$ cat config.mk
export PLATFORM = sky130hd
export DESIGN_NAME = fetch_unit_flat
export DESIGN_NICKNAME = d
export VERILOG_FILES = /design/src/rtl/fetch_unit_pkg.sv /design/src/rtl/fetch_unit_if.sv /design/src/rtl/fetch_unit_if_id_reg.sv /design/src/rtl/fetch_unit.sv /design/src/flat_wrapper.sv
export SDC_FILE = /design/constraint.sdc
export NUM_CORES = 1
export LEC_CHECK = 0
export ABC_AREA = 1
export BUFFER_PORTS_ARGS = -buffer_cell sky130_fd_sc_hd__clkbuf_2
export CAP_MARGIN = 40
export CELL_PAD_IN_SITES_DETAIL_PLACEMENT = 2
export CELL_PAD_IN_SITES_GLOBAL_PLACEMENT = 2
export CORE_MARGIN = 3
export CORE_UTILIZATION = 29
export CTS_CLUSTER_SIZE = 14
export DETAILED_ROUTE_END_ITERATION = 8
export GPL_ROUTABILITY_DRIVEN = 0
export PLACE_DENSITY = 0.83
export SLEW_MARGIN = 20
export SYNTH_ARGS = -nofsm -noshare
export SYNTH_HDL_FRONTEND = slang
export SYNTH_HIERARCHICAL = 1
export SYNTH_SLANG_ARGS = --single-unit
$ cat constraint.sdc
create_clock -name clk -period 1.9 [get_ports clk]
set_input_delay 0.19 -clock clk [delete_from_list [all_inputs] [get_ports clk]]
set_output_delay 0.19 -clock clk [all_outputs]
set_load 0.005 [all_outputs]
$ cat src/rtl/fetch_unit_pkg.sv
// Shared constants and types for the instruction-fetch stage.
package fetch_unit_pkg;

  localparam logic [31:0] RV_NOP  = 32'h0000_0013;  // addi x0,x0,0
  localparam logic [31:0] PC_STEP = 32'd4;

  // Contents of the IF/ID pipeline register.
  typedef struct packed {
    logic [31:0] pc;
    logic [31:0] pc4;
    logic [31:0] inst;
    logic        valid;
  } if_id_t;

  // Force word alignment of a redirect address.
  function automatic logic [31:0] align_pc(input logic [31:0] addr);
    return addr & ~32'h0000_0003;
  endfunction

endpackage

$ cat src/rtl/fetch_unit_if.sv
// Hazard, redirect, ROM and IF/ID output signals of the fetch stage.
interface fetch_unit_if;

  logic        keep_pc;
  logic        stall_IF_ID;
  logic        flush_IF_ID;
  logic        take_branch_NextPC;
  logic [31:0] branch_target_EX;
  logic [31:0] irom_addr;
  logic [31:0] irom_inst;
  logic [31:0] pc_ID;
  logic [31:0] pc4_ID;
  logic [31:0] inst_ID;
  logic        valid_ID;
  logic [31:0] bubble_cnt;

  // Fetch unit side.
  modport master (
    input  keep_pc, stall_IF_ID, flush_IF_ID, take_branch_NextPC, branch_target_EX, irom_inst,
    output irom_addr, pc_ID, pc4_ID, inst_ID, valid_ID, bubble_cnt
  );

  // Core / ROM side.
  modport slave (
    output keep_pc, stall_IF_ID, flush_IF_ID, take_branch_NextPC, branch_target_EX, irom_inst,
    input  irom_addr, pc_ID, pc4_ID, inst_ID, valid_ID, bubble_cnt
  );

endinterface

$ cat src/rtl/fetch_unit_if_id_reg.sv
// IF/ID pipeline register: flush beats stall, bubbles carry NOP and the current PC.
module fetch_unit_if_id_reg
  import fetch_unit_pkg::*;
#(
  parameter logic [31:0] RESET_PC = 32'h0000_0000,
  parameter logic [31:0] NOP_INST = RV_NOP
) (
  input  logic        clk,
  input  logic        rst_n,
  input  logic        flush_i,
  input  logic        stall_i,
  input  logic        fetch_ok_i,
  input  logic [31:0] pc_i,
  input  logic [31:0] inst_i,
  output if_id_t      id_o,
  output logic        bubble_o
);

  if_id_t id_q, id_d;
  if_id_t bubble_fill;

  // Next-state selection by flush/stall/fetch_ok priority.
  always_comb begin
    bubble_fill = '{pc: pc_i, pc4: pc_i + PC_STEP, inst: NOP_INST, valid: 1'b0};
    id_d        = id_q;
    bubble_o    = 1'b0;
    if (flush_i) begin
      id_d     = bubble_fill;
      bubble_o = 1'b1;
    end else if (stall_i) begin
      id_d = id_q;
    end else if (!fetch_ok_i) begin
      id_d     = bubble_fill;
      bubble_o = 1'b1;
    end else begin
      id_d = '{pc: pc_i, pc4: pc_i + PC_STEP, inst: inst_i, valid: 1'b1};
    end
  end

  // Register with asynchronous reset to an empty bubble at RESET_PC.
  always_ff @(posedge clk or negedge rst_n) begin
    if (!rst_n) begin
      id_q <= '{pc: RESET_PC, pc4: RESET_PC + PC_STEP, inst: NOP_INST, valid: 1'b0};
    end else begin
      id_q <= id_d;
    end
  end

  assign id_o = id_q;

endmodule

$ cat src/rtl/fetch_unit.sv
// Instruction fetch: PC register, ROM address generation, IF/ID register, bubble counter.
module fetch_unit
  import fetch_unit_pkg::*;
#(
  parameter logic [31:0] RESET_PC = 32'h0000_0000,
  parameter logic [31:0] NOP_INST = RV_NOP
) (
  input logic          clk,
  input logic          rst_n,
  fetch_unit_if.master bus
);

  logic [31:0] pc_if_q, pc_if_d;
  logic        fetch_ok_q, fetch_ok_d;
  logic [31:0] bubble_cnt_q, bubble_cnt_d;
  logic        bubble;
  if_id_t      id;

  // Next PC: redirect beats hold; hold until the ROM has produced its first word.
  always_comb begin
    pc_if_d    = pc_if_q + PC_STEP;
    fetch_ok_d = 1'b1;
    if (bus.take_branch_NextPC) begin
      pc_if_d = align_pc(bus.branch_target_EX);
    end else if (bus.keep_pc || !fetch_ok_q) begin
      pc_if_d = pc_if_q;
    end
  end

  // Saturating count of bubble loads into ID.
  always_comb begin
    bubble_cnt_d = bubble_cnt_q;
    if (bubble && (bubble_cnt_q != 32'hFFFF_FFFF)) begin
      bubble_cnt_d = bubble_cnt_q + 32'd1;
    end
  end

  // PC, ROM-valid flag and counter state.
  always_ff @(posedge clk or negedge rst_n) begin
    if (!rst_n) begin
      pc_if_q      <= RESET_PC;
      fetch_ok_q   <= 1'b0;
      bubble_cnt_q <= '0;
    end else begin
      pc_if_q      <= pc_if_d;
      fetch_ok_q   <= fetch_ok_d;
      bubble_cnt_q <= bubble_cnt_d;
    end
  end

  fetch_unit_if_id_reg #(
    .RESET_PC (RESET_PC),
    .NOP_INST (NOP_INST)
  ) u_if_id_reg (
    .clk        (clk),
    .rst_n      (rst_n),
    .flush_i    (bus.flush_IF_ID),
    .stall_i    (bus.stall_IF_ID),
    .fetch_ok_i (fetch_ok_q),
    .pc_i       (pc_if_q),
    .inst_i     (bus.irom_inst),
    .id_o       (id),
    .bubble_o   (bubble)
  );

  // ROM sees next PC so its registered output always matches pc_if_q.
  assign bus.irom_addr  = pc_if_d;
  assign bus.pc_ID      = id.pc;
  assign bus.pc4_ID     = id.pc4;
  assign bus.inst_ID    = id.inst;
  assign bus.valid_ID   = id.valid;
  assign bus.bubble_cnt = bubble_cnt_q;

endmodule

$ cat src/flat_wrapper.sv
// flat-port wrapper written by rule: the top's interface ports become plain ports
module fetch_unit_flat import fetch_unit_pkg::*;
#(
  parameter logic [31:0] RESET_PC = 32'h0000_0000,
  parameter logic [31:0] NOP_INST = RV_NOP
)
  (clk, rst_n, bus_keep_pc, bus_stall_IF_ID, bus_flush_IF_ID, bus_take_branch_NextPC, bus_branch_target_EX, bus_irom_inst, bus_irom_addr, bus_pc_ID, bus_pc4_ID, bus_inst_ID, bus_valid_ID, bus_bubble_cnt);
  fetch_unit_if bus_i ();
  input logic clk;
  input logic rst_n;
  input wire logic [$bits(bus_i.keep_pc)-1:0] bus_keep_pc;
  input wire logic [$bits(bus_i.stall_IF_ID)-1:0] bus_stall_IF_ID;
  input wire logic [$bits(bus_i.flush_IF_ID)-1:0] bus_flush_IF_ID;
  input wire logic [$bits(bus_i.take_branch_NextPC)-1:0] bus_take_branch_NextPC;
  input wire logic [$bits(bus_i.branch_target_EX)-1:0] bus_branch_target_EX;
  input wire logic [$bits(bus_i.irom_inst)-1:0] bus_irom_inst;
  output wire logic [$bits(bus_i.irom_addr)-1:0] bus_irom_addr;
  output wire logic [$bits(bus_i.pc_ID)-1:0] bus_pc_ID;
  output wire logic [$bits(bus_i.pc4_ID)-1:0] bus_pc4_ID;
  output wire logic [$bits(bus_i.inst_ID)-1:0] bus_inst_ID;
  output wire logic [$bits(bus_i.valid_ID)-1:0] bus_valid_ID;
  output wire logic [$bits(bus_i.bubble_cnt)-1:0] bus_bubble_cnt;
  assign bus_i.keep_pc = bus_keep_pc;
  assign bus_i.stall_IF_ID = bus_stall_IF_ID;
  assign bus_i.flush_IF_ID = bus_flush_IF_ID;
  assign bus_i.take_branch_NextPC = bus_take_branch_NextPC;
  assign bus_i.branch_target_EX = bus_branch_target_EX;
  assign bus_i.irom_inst = bus_irom_inst;
  assign bus_irom_addr = bus_i.irom_addr;
  assign bus_pc_ID = bus_i.pc_ID;
  assign bus_pc4_ID = bus_i.pc4_ID;
  assign bus_inst_ID = bus_i.inst_ID;
  assign bus_valid_ID = bus_i.valid_ID;
  assign bus_bubble_cnt = bus_i.bubble_cnt;
  fetch_unit #(.RESET_PC(RESET_PC), .NOP_INST(NOP_INST)) u_core (.clk(clk), .rst_n(rst_n), .bus(bus_i));
endmodule
==> flow_summary.yaml <==
outcome:
  status: "finished with violations"
  violations: "setup timing"
finish:
  fin_cells: 1932
  fill_cells: 3240
  final_nets: 1608
  final_area_um2: 13200
  drive_gt1_frac: 0.406
  syn2layout_area_growth_pct: 55.0
  antennaDiodeCount: 0
yosys:
  synth_area_leader_cell: "dfrtp_1"
  synth-seq-area-share: 0.471
  ys_types: 41
  async_flop_share: 1.00
  synth_ff_type: "dfrtp_1"
  yosysWarnings: 6
  syn_inst: 1131
  ys_ff_latch: 160
  synth_edf_count: 0
  synth_commonest_cells: "460 x nand2_1, 156 x dfrtp_1, 137 x nor2_1"
  yosysMostFrequentCell: "nand2_1"
  syn_area_per_cell_um2: 7.53
  syn_nets: 1204
  synth_top_area_frac: 0.458
  netlist_area_um2: 8520
  ys_top_cells_by_area: "dfrtp_1 46%, nand2_1 20%, nor2_1 6.0%, nand3_1 5.7%, inv_1 3.0%"
timing:
  post-route-period-util: 1.30
  drv_slew: 0
  finalSetupTns_ns: -12.08
  setup_viol: 40
  min_period_ns: 2.48
  timing.slew.headroom: 0.512
  fmax_ghz: 0.403
  tightestPinTransition_ns: 0.731
  hold_viol_final: 0
  rsz0062_at_grt: "yes"
  layout_setup_ws_ns: -0.579
  finalClockSkew_ns: 0.0316
power:
  p_leak_nw: 6.54
  power_w: 0.0105
  pwr_density_cell_nw_per_um2: 795
  peakVddDrop_uv: 669
route:
  viasPerCell: 5.33
  wl_um: 52300
  dr.pass1.iters: 5
  route.detailed.drc: 0
  routed-via-count: 10302
  drtAntennaViolNets: 0
  drt_iter0_drc: 841
  wl_per_cell_um: 27.1
die:
  die_h_um: 177
  dieArea_um2: 31500
  die_x_um: 177
  start_util: 0.295
  core_area_um2: 28900
  io_pins: 231
  rows: 62
setup_path:
  worstSetupPathType: "register to register"
  cpPeakStageDelay_ns: 0.44
  cp.arrival_ns: 2.82
  crit_chain: "nand2_2, nor2_4, buf_6, buf_4, nand3_4, nor2_4, nand2_1, nand3_1, nand2_2, buf_4, buf_4, buf_4, buf_4, buf_4, buf_4"
  critPathSlowestCell: "dfrtp_2"
  cp_data_required_time_ns: 2.25
  critPathBufInv: 8
  worstPathMaxFanout: 3
  cp-end-kind: "register"
  crit_path_frequent_cell: "buf_4"
  worstSetupStartpointType: "register"
  critPathTopFamily: "buffers and inverters"
job:
  max-cap-violations: 0
clock_network:
  clock-sinks: 160
  cts_buffers: 17
  clock_path_buffers: 2
  clock-root-buffer: "clkbuf_16"
  path_clk_slew_ns: 0.08
  clock_latency_ns: 0.46
  h-tree-depth: 4
  cts_tree: "yes"
placed_design:
  place.detailed.hpwl_um: 26600
  io_buffer_count: 228
  placed_area_um2: 10500
  dp_cells: 1772
  pre_cts_ws_ns: -0.144
global_route:
  grt_pass1_vias: 11394
  grt_max_degree: 61
  grt.total_usage: 0.286
  overflow: 0
  grt_pass1_wl_um: 68500
  antenna_found_initial: 0
min_path:
  hold_path.class: "primary input to register"
==> what timing repair did <==
item                                    CTS  global route
endpoints found under the setup margin   30            82
hold buffers                             46             0
gates cloned                              0             1
setup buffers                            46            40
gates resized for setup                 123           163
pin swaps                                36            71
endpoints found under the hold margin    98             0
==> where the power goes <==
group	internal, W	total [W]	switching (W)	leakage, nW
combinational	0.00101	0.00248	0.00148	4.23
sequential	0.00372	0.00413	0.000404	2.02
clock	0.00214	0.00389	0.00175	0.297
==> routing by layer <==
metal  share of wire  global-route usage  up-vias
li1                -                   -     4385
met1            0.37               0.316     5304
met2            0.54               0.544      457
met3           0.045              0.0501      156
met4           0.046               0.103        0
met5               0                   0        -
==> stage by stage <==
step	hold WS, ns	util
after floorplan	-0.106	-
after global placement	0.246	0.364
after detailed placement	0.249	0.364
after CTS	0.00371	0.428
after global routing	0.000185	0.458
final	0.00202	0.458
==> worst register-to-register path, cell delays in order, from the launching register on <==
cell and delay (ns):
dfrtp_2 0.44, nand2_2 0.11, nor2_4 0.16, buf_6 0.15, buf_4 0.12, nand3_4 0.07
nor2_4 0.15, nand2_1 0.14, nand3_1 0.17, nand2_2 0.09, buf_4 0.15, buf_4 0.13
buf_4 0.13, buf_4 0.13, buf_4 0.13, buf_4 0.13
==> flip-flops by register name (all words and copies together), names as in the netlist <==
register                 cells
u_core/bus.bubble_cnt       32
u_core/fetch_ok_q            1
u_core/pc_if_q              32
u_core/u_if_id_reg/id_o     95
==> cell type report <==
type | instances | area [µm²] | area share
Clock inverter | 13 | 178 | 0.0135
Tap cell | 384 | 480 | 0.0364
Inverter | 74 | 290 | 0.0220
Multi-Input combinational cell | 864 | 4850 | 0.368
Timing Repair Buffer | 418 | 2920 | 0.221
Sequential cell | 160 | 4040 | 0.306
Clock buffer | 19 | 443 | 0.0335
==> kinds of logic (layout without fill, tap and decap cells) <==
family	count (synthesis)	in the layout	share of synthesized area
fa+ha+maj	3	3	0.00441
buf+inv	108	524	0.0558
other cells	1	1	0.000440
compound gates	81	81	0.0674
flops	160	160	0.471
simple gates	754	755	0.377
xor+xnor	24	24	0.0247
==> cell usage in the layout (no fill, tap or decap), types with 6 or more instances in the layout <==
cell type	Yosys	layout
buf_2	20	6
inv_1	68	64
o21ai_0	24	12
dlygate4sd3_1	0	46
clkbuf_2	0	213
a22o_1	29	29
xor2_1	13	12
nor2_1	137	94
nand3_1	97	70
xnor2_1	11	8
nor2_4	8	33
nand2_2	6	51
nand2_1	460	406
nand3_2	1	18
dfrtp_2	0	22
nand4_1	7	7
buf_4	4	116
nand3_4	0	10
nand2_4	3	12
o21ai_2	5	14
nand3b_1	11	11
nor2_2	7	25
buf_12	0	9
clkbuf_16	0	17
o21ai_1	5	8
dfrtp_1	156	134
buf_6	4	28
==> final timing paths <==
check / slack (ns) / cells after the start / endpoint / from
worst max-delay path: -0.58 / 15 / u_core/pc_if_q[19]$_DFF_PN0_ / u_core/pc_if_q[3]$_DFF_PN0_
worst min-delay path: 0.002 / 3 / u_core/pc_if_q[8]$_DFF_PN0_ / bus_branch_target_EX[8]
worst max register to register: -0.58 / 15 / u_core/pc_if_q[19]$_DFF_PN0_ / u_core/pc_if_q[3]$_DFF_PN0_
worst min register to register: 0.48 / 2 / u_core/u_if_id_reg/id_o[83]$_DFFE_PN0P_ / u_core/u_if_id_reg/id_o[83]$_DFFE_PN0P_
max in group asynchronous: 0.78 / 3 / u_core/pc_if_q[10]$_DFF_PN0_ / rst_n
min in group asynchronous: 0.34 / 2 / u_core/bus.bubble_cnt[8]$_DFFE_PN0P_ / rst_n
Power figures use the tool's default switching activity.
